--- src/rtl/alu_sout_deserializer_if.sv ---
// -----------------------------------------------------------------------------
// alu_sout_deserializer_if
//
// Purpose:
//   Bundles the ALU serial output line with the decoded packet record that
//   alu_sout_deserializer produces from it.
//
// Signals:
//   sout         serial line from the ALU, idles high
//   out_valid    one-cycle strobe, a complete packet was decoded
//   result_type  2'b01 correct-result packet, 2'b10 error packet
//   C            32-bit result word, first DATA byte is the MSB
//   alu_flags    {carry, overflow, zero, negative}
//   crc3b        CRC3 field as received
//   err_flags    error field as received (two copies of {data, crc, op})
//   parity       parity bit of the error packet as received
//   crc_ok       integrity check result of the last packet
//   frame_error  one-cycle strobe on any protocol violation
//
// Modports:
//   master  line driver / record consumer (ALU side plus checking stage)
//   slave   the deserializer: consumes sout, produces the record
// -----------------------------------------------------------------------------
interface alu_sout_deserializer_if;
    logic        sout;
    logic        out_valid;
    logic [1:0]  result_type;
    logic [31:0] C;
    logic [3:0]  alu_flags;
    logic [2:0]  crc3b;
    logic [5:0]  err_flags;
    logic        parity;
    logic        crc_ok;
    logic        frame_error;

    modport master (
        output sout,
        input  out_valid,
        input  result_type,
        input  C,
        input  alu_flags,
        input  crc3b,
        input  err_flags,
        input  parity,
        input  crc_ok,
        input  frame_error
    );

    modport slave (
        input  sout,
        output out_valid,
        output result_type,
        output C,
        output alu_flags,
        output crc3b,
        output err_flags,
        output parity,
        output crc_ok,
        output frame_error
    );
endinterface

--- src/rtl/alu_sout_deserializer.sv ---
// -----------------------------------------------------------------------------
// alu_sout_deserializer
//
// Purpose:
//   Receiver on the ALU serial output line. Reassembles 11-bit frames
//   (start 0, type, d[7:0], stop 1; MSB first) into ALU response packets:
//     correct-result packet : 4 DATA frames (C MSB first) + CTL with d[7]=0
//     error packet          : a single CTL frame with d[7]=1
//   Each packet is presented as one parallel record with a single-cycle
//   out_valid strobe. Malformed traffic (bad stop bit, unexpected frame type
//   or order, inter-frame timeout) raises a single-cycle frame_error.
//
// Parameters:
//   TIMEOUT_CYCLES  idle-high cycles tolerated between frames of an open
//                   packet before the packet is aborted (default 64)
//
// Ports:
//   clk    system clock, sout sampled once per rising edge
//   rst_n  asynchronous active-low reset
//   bus    alu_sout_deserializer_if.slave (sout in, decoded record out)
//
// Configuration:
//   ALU_DES_CRC_CHECK_EN  when defined, crc_ok carries the result of a CRC3
//                         check (correct packets) or a parity check (error
//                         packets). When undefined, crc_ok is tied to 1.
// -----------------------------------------------------------------------------
module alu_sout_deserializer #(
    parameter int TIMEOUT_CYCLES = 64
) (
    input  logic                    clk,
    input  logic                    rst_n,
    alu_sout_deserializer_if.slave  bus
);

    // -------------------------------------------------------------------------
    // Constants
    // -------------------------------------------------------------------------
    localparam logic [1:0] ST_IDLE  = 2'd0;
    localparam logic [1:0] ST_SHIFT = 2'd1;
    localparam logic [1:0] ST_CHECK = 2'd2;

    localparam logic [1:0] RT_CORRECT = 2'b01;
    localparam logic [1:0] RT_ERROR   = 2'b10;

    localparam int              TW            = $clog2(TIMEOUT_CYCLES + 1);
    localparam logic [TW-1:0]   TIMEOUT_LIMIT = TW'(TIMEOUT_CYCLES);

    // -------------------------------------------------------------------------
    // State
    // -------------------------------------------------------------------------
    logic [1:0]    state_q,       state_d;
    logic [3:0]    bit_cnt_q,     bit_cnt_d;
    logic [9:0]    shift_q,       shift_d;
    logic [2:0]    byte_cnt_q,    byte_cnt_d;
    logic [TW-1:0] timeout_cnt_q, timeout_cnt_d;

    // Output record registers
    logic          out_valid_q,   out_valid_d;
    logic          frame_error_q, frame_error_d;
    logic [1:0]    result_type_q, result_type_d;
    logic [31:0]   c_q,           c_d;
    logic [3:0]    alu_flags_q,   alu_flags_d;
    logic [2:0]    crc3b_q,       crc3b_d;
    logic [5:0]    err_flags_q,   err_flags_d;
    logic          parity_q,      parity_d;

    // Partially assembled result word, separate from the published C so
    // that C only changes together with out_valid.
    logic [3:0]    lane_we;
    logic [31:0]   c_acc;

    // Captured frame fields: shift_q holds {type, d[7:0], stop}
    logic          f_type;
    logic [7:0]    f_data;
    logic          f_stop;

    assign f_type = shift_q[9];
    assign f_data = shift_q[8:1];
    assign f_stop = shift_q[0];

    // Timeout expiry is evaluated before the start-bit check in IDLE, so a
    // start bit coinciding with expiry aborts the old packet and still opens
    // a fresh frame.
    logic timeout_hit;
    assign timeout_hit = (state_q == ST_IDLE) && (byte_cnt_q != 3'd0) &&
                         (timeout_cnt_q == TIMEOUT_LIMIT);

`ifdef ALU_DES_CRC_CHECK_EN
    logic crc_ok_q, crc_ok_d;

    // CRC3, polynomial x^3 + x + 1, init 3'b000, MSB first, no final xor.
    function automatic logic [2:0] crc3_calc(input logic [36:0] msg);
        logic [2:0] r;
        logic       fb;
        r = 3'b000;
        for (int i = 36; i >= 0; i--) begin
            fb = r[2] ^ msg[i];
            r  = {r[1:0], 1'b0} ^ (fb ? 3'b011 : 3'b000);
        end
        return r;
    endfunction

    logic correct_crc_match;
    logic error_par_match;

    assign correct_crc_match = (f_data[2:0] == crc3_calc({c_acc, 1'b0, f_data[6:3]}));
    assign error_par_match   = (f_data[0] == ^{1'b1, f_data[6:1]});
`endif

    // -------------------------------------------------------------------------
    // Result word byte lanes. Lane gi holds C[31-8*gi -: 8]; it is written by
    // the DATA frame received while byte_cnt == gi.
    // -------------------------------------------------------------------------
    genvar gi;
    generate
        for (gi = 0; gi < 4; gi++) begin : g_lane
            logic [7:0] lane_q;

            always_ff @(posedge clk or negedge rst_n) begin
                if (!rst_n) begin
                    lane_q <= 8'h00;
                end else if (lane_we[gi]) begin
                    lane_q <= f_data;
                end
            end

            assign c_acc[31-8*gi -: 8] = lane_q;
        end
    endgenerate

    // -------------------------------------------------------------------------
    // Next-state logic: bit FSM, packet assembler, timeout
    // -------------------------------------------------------------------------
    always_comb begin
        state_d       = state_q;
        bit_cnt_d     = bit_cnt_q;
        shift_d       = shift_q;
        byte_cnt_d    = byte_cnt_q;
        timeout_cnt_d = timeout_cnt_q;
        lane_we       = 4'b0000;

        out_valid_d   = 1'b0;
        frame_error_d = 1'b0;
        result_type_d = result_type_q;
        c_d           = c_q;
        alu_flags_d   = alu_flags_q;
        crc3b_d       = crc3b_q;
        err_flags_d   = err_flags_q;
        parity_d      = parity_q;
`ifdef ALU_DES_CRC_CHECK_EN
        crc_ok_d      = crc_ok_q;
`endif

        case (state_q)
            ST_IDLE: begin
                if (timeout_hit) begin
                    frame_error_d = 1'b1;
                    byte_cnt_d    = 3'd0;
                    timeout_cnt_d = '0;
                end else if ((byte_cnt_q != 3'd0) && bus.sout) begin
                    timeout_cnt_d = timeout_cnt_q + TW'(1);
                end

                if (!bus.sout) begin
                    state_d       = ST_SHIFT;
                    bit_cnt_d     = 4'd1;
                    timeout_cnt_d = '0;
                end
            end

            ST_SHIFT: begin
                shift_d   = {shift_q[8:0], bus.sout};
                bit_cnt_d = bit_cnt_q + 4'd1;
                // bit_cnt counts the start bit as 1, so the stop bit is the
                // one sampled while bit_cnt == 10.
                if (bit_cnt_q == 4'd10) begin
                    state_d = ST_CHECK;
                end
            end

            ST_CHECK: begin
                state_d = ST_IDLE;

                if (!f_stop) begin
                    frame_error_d = 1'b1;
                    byte_cnt_d    = 3'd0;
                end else if (!f_type) begin
                    // DATA frame
                    if (byte_cnt_q < 3'd4) begin
                        lane_we[byte_cnt_q[1:0]] = 1'b1;
                        byte_cnt_d               = byte_cnt_q + 3'd1;
                    end else begin
                        frame_error_d = 1'b1;
                        byte_cnt_d    = 3'd0;
                    end
                end else if ((byte_cnt_q == 3'd0) && f_data[7]) begin
                    // Error packet: C, alu_flags and crc3b keep their values
                    out_valid_d   = 1'b1;
                    result_type_d = RT_ERROR;
                    err_flags_d   = f_data[6:1];
                    parity_d      = f_data[0];
`ifdef ALU_DES_CRC_CHECK_EN
                    crc_ok_d      = error_par_match;
`endif
                end else if ((byte_cnt_q == 3'd4) && !f_data[7]) begin
                    // Correct-result packet: err_flags and parity keep values
                    out_valid_d   = 1'b1;
                    result_type_d = RT_CORRECT;
                    c_d           = c_acc;
                    alu_flags_d   = f_data[6:3];
                    crc3b_d       = f_data[2:0];
                    byte_cnt_d    = 3'd0;
`ifdef ALU_DES_CRC_CHECK_EN
                    crc_ok_d      = correct_crc_match;
`endif
                end else begin
                    frame_error_d = 1'b1;
                    byte_cnt_d    = 3'd0;
                end
            end

            default: begin
                state_d = ST_IDLE;
            end
        endcase
    end

    // -------------------------------------------------------------------------
    // Registers
    // -------------------------------------------------------------------------
    always_ff @(posedge clk or negedge rst_n) begin
        if (!rst_n) begin
            state_q       <= ST_IDLE;
            bit_cnt_q     <= 4'd0;
            shift_q       <= 10'd0;
            byte_cnt_q    <= 3'd0;
            timeout_cnt_q <= '0;
            out_valid_q   <= 1'b0;
            frame_error_q <= 1'b0;
            result_type_q <= 2'b00;
            c_q           <= 32'h0;
            alu_flags_q   <= 4'h0;
            crc3b_q       <= 3'h0;
            err_flags_q   <= 6'h0;
            parity_q      <= 1'b0;
        end else begin
            state_q       <= state_d;
            bit_cnt_q     <= bit_cnt_d;
            shift_q       <= shift_d;
            byte_cnt_q    <= byte_cnt_d;
            timeout_cnt_q <= timeout_cnt_d;
            out_valid_q   <= out_valid_d;
            frame_error_q <= frame_error_d;
            result_type_q <= result_type_d;
            c_q           <= c_d;
            alu_flags_q   <= alu_flags_d;
            crc3b_q       <= crc3b_d;
            err_flags_q   <= err_flags_d;
            parity_q      <= parity_d;
        end
    end

`ifdef ALU_DES_CRC_CHECK_EN
    always_ff @(posedge clk or negedge rst_n) begin
        if (!rst_n) begin
            crc_ok_q <= 1'b1;
        end else begin
            crc_ok_q <= crc_ok_d;
        end
    end

    assign bus.crc_ok = crc_ok_q;
`else
    assign bus.crc_ok = 1'b1;
`endif

    // -------------------------------------------------------------------------
    // Outputs
    // -------------------------------------------------------------------------
    assign bus.out_valid   = out_valid_q;
    assign bus.frame_error = frame_error_q;
    assign bus.result_type = result_type_q;
    assign bus.C           = c_q;
    assign bus.alu_flags   = alu_flags_q;
    assign bus.crc3b       = crc3b_q;
    assign bus.err_flags   = err_flags_q;
    assign bus.parity      = parity_q;

endmodule

--- src/flat_wrapper.sv ---
// flat-port wrapper written by rule: the top's interface ports become plain ports
module alu_sout_deserializer_flat 
#(
    parameter int TIMEOUT_CYCLES = 64
)
  (clk, rst_n, bus_sout, bus_out_valid, bus_result_type, bus_C, bus_alu_flags, bus_crc3b, bus_err_flags, bus_parity, bus_crc_ok, bus_frame_error);
  alu_sout_deserializer_if bus_i ();
  input  logic clk;
  input  logic rst_n;
  input wire logic [$bits(bus_i.sout)-1:0] bus_sout;
  output wire logic [$bits(bus_i.out_valid)-1:0] bus_out_valid;
  output wire logic [$bits(bus_i.result_type)-1:0] bus_result_type;
  output wire logic [$bits(bus_i.C)-1:0] bus_C;
  output wire logic [$bits(bus_i.alu_flags)-1:0] bus_alu_flags;
  output wire logic [$bits(bus_i.crc3b)-1:0] bus_crc3b;
  output wire logic [$bits(bus_i.err_flags)-1:0] bus_err_flags;
  output wire logic [$bits(bus_i.parity)-1:0] bus_parity;
  output wire logic [$bits(bus_i.crc_ok)-1:0] bus_crc_ok;
  output wire logic [$bits(bus_i.frame_error)-1:0] bus_frame_error;
  assign bus_i.sout = bus_sout;
  assign bus_out_valid = bus_i.out_valid;
  assign bus_result_type = bus_i.result_type;
  assign bus_C = bus_i.C;
  assign bus_alu_flags = bus_i.alu_flags;
  assign bus_crc3b = bus_i.crc3b;
  assign bus_err_flags = bus_i.err_flags;
  assign bus_parity = bus_i.parity;
  assign bus_crc_ok = bus_i.crc_ok;
  assign bus_frame_error = bus_i.frame_error;
  alu_sout_deserializer #(.TIMEOUT_CYCLES(TIMEOUT_CYCLES)) u_core (.clk(clk), .rst_n(rst_n), .bus(bus_i));
endmodule
--- config.mk ---
export PLATFORM = sky130hd
export DESIGN_NAME = alu_sout_deserializer_flat
export DESIGN_NICKNAME = d
export VERILOG_FILES = /design/src/rtl/alu_sout_deserializer_if.sv /design/src/rtl/alu_sout_deserializer.sv /design/src/flat_wrapper.sv
export SDC_FILE = /design/constraint.sdc
export NUM_CORES = 1
export LEC_CHECK = 0
export CORE_AREA = 2 2 108 110
export CTS_CLUSTER_SIZE = 40
export DETAILED_ROUTE_END_ITERATION = 10
export DIE_AREA = 0 0 110 112
export HOLD_SLACK_MARGIN = 0.15
export MAX_ROUTING_LAYER = met4
export PLACE_DENSITY = 0.63
export SYNTH_ARGS = -nofsm -noshare
export SYNTH_HDL_FRONTEND = slang
export SYNTH_SLANG_ARGS = --single-unit
--- constraint.sdc ---
create_clock -name clk -period 2.5 [get_ports clk]
set_input_delay 0.5 -clock clk [delete_from_list [all_inputs] [get_ports clk]]
set_output_delay 0.5 -clock clk [all_outputs]
set_load 0.01 [all_outputs]
Word-level counts from Yosys, hierarchy flattened:

Index checks and enable logic that the tools add are counted.
Widths: inputs -> output; s select.

* register bits after elaboration: 108
* bits of input ports: 3

* add/sub/neg operators: 3
* eq/ne operators: 10
* multiplexer cells: 34
* bitwise operators: 1
* reductions and logical operators: 20
* $lt $le $gt $ge: 3

Operators by type and width (number)
* $mux 7: 3
* $mux 4: 5
* $mux 3: 5
* $mux 1: 12
* $mux 2: 4
* $pmux 4 s2: 1
* $reduce_and 4->1: 2
* $add 7x1->7 const B: 1
* $eq 7x7->1 const B: 1
* $logic_and 1x1->1: 6
* $pmux 3 s2: 1
* $reduce_and 2->1: 3
* $reduce_bool 2->1: 3
* $reduce_and 5->1: 1
* $add 4x1->4 const B: 1
* $eq 4x4->1 const B: 1
* $ne 2x1->1 const B: 2
* $ne 4x4->1 const B: 1
* $pmux 2 s2: 1
* $add 3x1->3 const B: 1
* $eq 3x3->1 const B: 1
* $logic_not 3->1: 1
* $lt 2x3->1 const B: 1
* $lt 3x3->1 const B: 1
* other kinds (12): 12

Depth between registers and ports, before layout:

* depth in word-level cells: 8
* gate-level depth with buffers: 7
* gate-level depth less buffers: 6

Worst setup path before layout:

No wires, ideal clock.

* path type: flip-flop to flip-flop
* start point: register u_core.byte_cnt_q[0]
* end point: register u_core.err_flags_q[0] (netlist: u_core.bus.err_flags[0])
* arrival time: 1.639 ns
* period minus slack after synthesis: 1.764 ns
* setup slack: 0.736 ns
* stages on the path, launching flop included: 7
* data required time: 2.375 ns
* setup time: 0.125 ns
* cell sequence: dfrtp_1 > inv_1 > ha_1 > nand2b_1 > nor3_1 > buf_2 > mux2_2

* cells in the longest elaborated chain, start to end: 3

Ends and longest elaborated chain
* start, declared: line alu_sout_deserializer.sv:54 `logic [2:0] byte_cnt_q, byte_cnt_d;`
* start signal, assigned: line alu_sout_deserializer.sv:250 `byte_cnt_q <= byte_cnt_d;`
* $logic_not 3->1: line alu_sout_deserializer.sv:196 `end else if ((byte_cnt_q == 3'd0) && f_data[7]) begin`
* $logic_and 1x1->1: line alu_sout_deserializer.sv:196
* $reduce_and 4->1 (no source line)
* end signal, assigned: line alu_sout_deserializer.sv:258 `err_flags_q <= err_flags_d;`
* end, declared: line alu_sout_deserializer.sv:64 `logic [5:0] err_flags_q, err_flags_d;`

No other way between the ends.
A chain may end at the register's enable or synchronous reset.

Worst setup path in the final report:

* start point: register u_core.byte_cnt_q[0]
* end point: register u_core.byte_cnt_q[0]

* cells in the longest elaborated chain, start to end: 5

Ends and longest elaborated chain
* $add 3x1->3 (tied with other cells): line alu_sout_deserializer.sv:191 `byte_cnt_d = byte_cnt_q + 3'd1;`
* $mux 3 or $logic_and 1x1->1 (tied branches): line alu_sout_deserializer.sv:189, alu_sout_deserializer.sv:85
* $mux 3 or $logic_and 1x1->1 (tied branches): line alu_sout_deserializer.sv:187, alu_sout_deserializer.sv:85
* $mux 3 or $ne 2x1->1 (tied branches)
* $pmux 3 s2 or $reduce_and 3->1 (tied branches)

Several ways; a longest one is shown, not always the timed one.

==> results list <==
- Outcome: finished, final reports clean
- Die height: roughly 110 um
- Routed wire per std cell: ~17 um
- At the end of routability-driven placement, the weighted congestion stood at roughly 0.78.
* End-of-flow core utilization: 48.2%
* Area of the mapped netlist: between 4000 and 5000 um2
* Net count of the finished layout: between 300 and 400
- First-pass DRT Iterations: 7
- The number of hold violations in the final report is 0.
- Once the clock tree was built, the setup fixing pass inserted 0 buffers.
- Setup Total Neg Slack: 0 ps
- Walking the worst path, the cells encountered are inv_1 -> ha_1 -> nand2b_1 -> nor3_1 -> buf_4 -> or3_4 -> mux2_4.
- Standard-cell rows: 39
- DRT antenna net count: 0
- Via density per instance: a little over 5
- M1 wire length: around 4.0 mm
- Highest net fanout along the worst path: 11
* Core Box Area: between 10000 and 15000 um2
- Layout Skew: 5.40 ps
- Summed over all nets, the half-perimeter wirelength after detailed placement is between 5 and 6 mm.
* Total wire length: roughly 8.4 mm
- STA puts the critical path data arrival time at about 2200 ps.
- The tree is rooted in a clkbuf_16.
- Global-route wire length before repair: 13.8 mm
- Time the worst path needs with I/O delays and setup: 2010 ps
* Top routing layer in use: met4
- The worst setup path is launched from a flip-flop.
- Non-filler instance count after layout: 504
- Final Max Tran Viols: 0
* GRT overflow: 0
- The average instance in the mapped netlist occupies between 10 and 15 um2.
- Synth Net Count: roughly 310
- In this design, the stage delay of the slowest critical-path cell is ~420 ps.
* Class of the tightest hold or removal check: reg -> reg
- Static Leak: 2.63 nW
- Number of buffers created by CTS: 9
* Power density over the cells: ~800 nW/um2
- Worst-Skew Late Latency: roughly 340 ps
* Maxcap violations: 0
* Share of the yosys chip area belonging to registers: 61.6%
- Synth Warn #: 0
- Flops & latches, synth: around 110
- The worst setup path is captured at a flip-flop.
- Largest net degree at the start of global routing: between 50 and 60
- Cell type contributing the most total cell area after synthesis: dfrtp_1
- TritonCTS clock tree: built
- Derived from the worst setup path, the maximum achievable clock frequency is 497 MHz.
- Number of cells produced by synthesis: 296
- Clock transition at the register clock pins on the worst setup and hold paths after CTS: approximately 70 ps
* Final setup viols: 0
- For this block, the via count after detailed routing is 2536.
- In this run the tightest slew margin relative to its limit is 59.9%.
* Initial core utilization: 39.3%
- Area enclosed by the die boundary: approximately 12000 um2
- Fraction of post-synthesis cell area in the top cell type by area: between 60% and 70%
- Yosys cell types: 37
* Setup repair after global routing missed its margin: false
- Count of buffers from port buffering: 52
* Total inserted antenna cells: 0
* Cell Count Post-Placement: approximately 500
* Global-route usage over all layers: 15.3%
- By area the synthesized netlist is led by dfrtp_1 (62%), mux2_2 (22%), ha_1 (2.3%).
- In this run the count of I/O pins placed on the die edge is 54.
* Synth-to-layout area growth: 22.7%
- Starting DRT DRC Count: around 110
- After detailed routing, the number of remaining DRC violations is 0.
- The H-tree generated during clock tree synthesis spans 3 levels.
* Buffering stage count on the worst path with inverters included: 2
- Wire length on met3: 194 um
- CTS saw roughly 110 sinks.
* Required time at the worst-slack endpoint: around 2700 ps
- Final clock period utilization by the worst path: about four fifths
* Die Wd: 110 um
- Fillers: 984
- Largest delay contributor family on the critical path: simple AND/OR/NAND/NOR gates
* Met2 wire length: 3.97 mm
* Pin slew with the least headroom to its limit: ~600 ps
- The number of antenna violations at the first check in global routing was 0.
* CP max-delay cell: dfrtp_1
* Fraction of layout cells with a size suffix above 1: about a third
- IR analysis of the VDD net gives a maximum drop of 319 uV.
- No sink is reached through more buffers than the 2 on the longest clock path.
- The worst setup path is of the reg -> reg kind.
- Via count of the first global-routing pass: about 2700
synthesized netlist by cell type (all sizes together):
master,n
dfrtp,108
nor2,7
and3,2
mux2,88
mux2i,1
o21a,2
o2bb2ai,2
conb,1
o21ai,11
a21o,2
nand4b,1
a41oi,1
a22o,5
nand3,4
a31oi,2
inv,11
ha,8
nor4b,1
or2,1
a41o,1
a311oi,1
nand2b,2
nand3b,1
or3,1
and2b,1
a21oi,5
nor3,4
nor2b,2
nand2,11
buf,8
a21boi,1
cells by family (layout without fill, tap and decap cells):
kind of cell / count (synthesis) / in the layout / share of synthesized area, %
simple gates: 38 / 38 / 6.05
buf+inv: 19 / 84 / 1.97
mux: 89 / 89 / 22.9
fa+ha+maj: 8 / 8 / 2.28
other cells: 1 / 1 / 0.0855
compound gates: 33 / 33 / 5.11
flops: 108 / 108 / 61.6
routing by layer:
| metal | up-vias | track usage [%] |
|---|---|---|
| met3 | 11 | 3.51 |
| met2 | 38 | 22.9 |
| li1 | 1163 | - |
| met1 | 1324 | 20.3 |
| met4 | 0 | 5.40 |
| met5 | - | - |
timing repair:
action / in CTS / in global routing
hold endpoints to repair: 38 / 0
hold buffers: 1 / 0
resized for setup: 0 / 0
final timing paths:
path / start / to / slack [ps] / cells after the start
min in group asynchronous: rst_n / u_core.bus.crc3b[0] / 700 / 2
max in group asynchronous: rst_n / u_core.bit_cnt_q[0] / 1100 / 3
hold / removal: u_core.bus.result_type[1] / u_core.bus.result_type[1] / 490 / 1
hold reg to reg: u_core.bus.result_type[1] / u_core.bus.result_type[1] / 490 / 1
setup reg to reg: u_core.byte_cnt_q[0] / u_core.byte_cnt_q[0] / 490 / 7
setup / recovery: u_core.byte_cnt_q[0] / u_core.byte_cnt_q[0] / 490 / 7
placed cells by master (no fill, tap or decap), types with 3 or more instances in the layout:
| cell type | count |
|---|---|
| o21ai_0 | 11 |
| inv_1 | 11 |
| mux2_2 | 84 |
| dfrtp_1 | 108 |
| nor3_1 | 3 |
| nand2_1 | 7 |
| nand3_1 | 4 |
| nand2_4 | 4 |
| a22o_2 | 3 |
| clkdlybuf4s50_1 | 51 |
| nor2_1 | 6 |
| ha_1 | 8 |
| mux2_1 | 3 |
| a21oi_1 | 5 |
| clkbuf_16 | 9 |
| buf_4 | 5 |
through the flow:
step | hold slack (ps) | total power, mW | setup slack [ps] | cell area [um2]
floorplan | 204 | 2.69 | 736 | 4390
global placement | 467 | 2.95 | 542 | 5100
detailed placement | 475 | 2.98 | 484 | 5100
CTS | 492 | 4.34 | 470 | 5380
global route | 517 | 4.53 | 377 | 5380
finish | 489 | 4.28 | 489 | 5380
registers in the layout, summed over array words and instances, names as in the netlist, 2 cells and up:
| signal | flops |
|---|---|
| u_core.bus.C | 32 |
| u_core.g_lane.lane_q | 32 |
| u_core.shift_q | 10 |
| u_core.timeout_cnt_q | 7 |
| u_core.bus.err_flags | 6 |
| u_core.bit_cnt_q | 4 |
| u_core.bus.alu_flags | 4 |
| u_core.bus.crc3b | 3 |
| u_core.byte_cnt_q | 3 |
| u_core.bus.result_type | 2 |
| u_core.state_q | 2 |
final cells by class:
class	count	area (um2)	share of cell area, %
clock buffers	11	243	4.51
clock inverters	4	33.8	0.628
inverters	11	41.3	0.767
multi-input cells	169	1610	29.8
flip-flops and latches	108	2700	50.2
well taps	143	179	3.32
repair buffers	58	578	10.7
power by group:
group          switching [mW]  total [mW]  internal (mW)
sequential              0.346        2.30           1.95
combinational           0.312       0.643          0.331
clock                   0.631        1.34          0.709
worst register-to-register path, stage by stage, from the launching register on:
cell,delay [ps]
dfrtp_1,420
inv_1,90
ha_1,280
nand2b_1,210
nor3_1,90
buf_4,190
or3_4,350
mux2_4,270
Note: power is estimated with default switching activity, not from simulation.
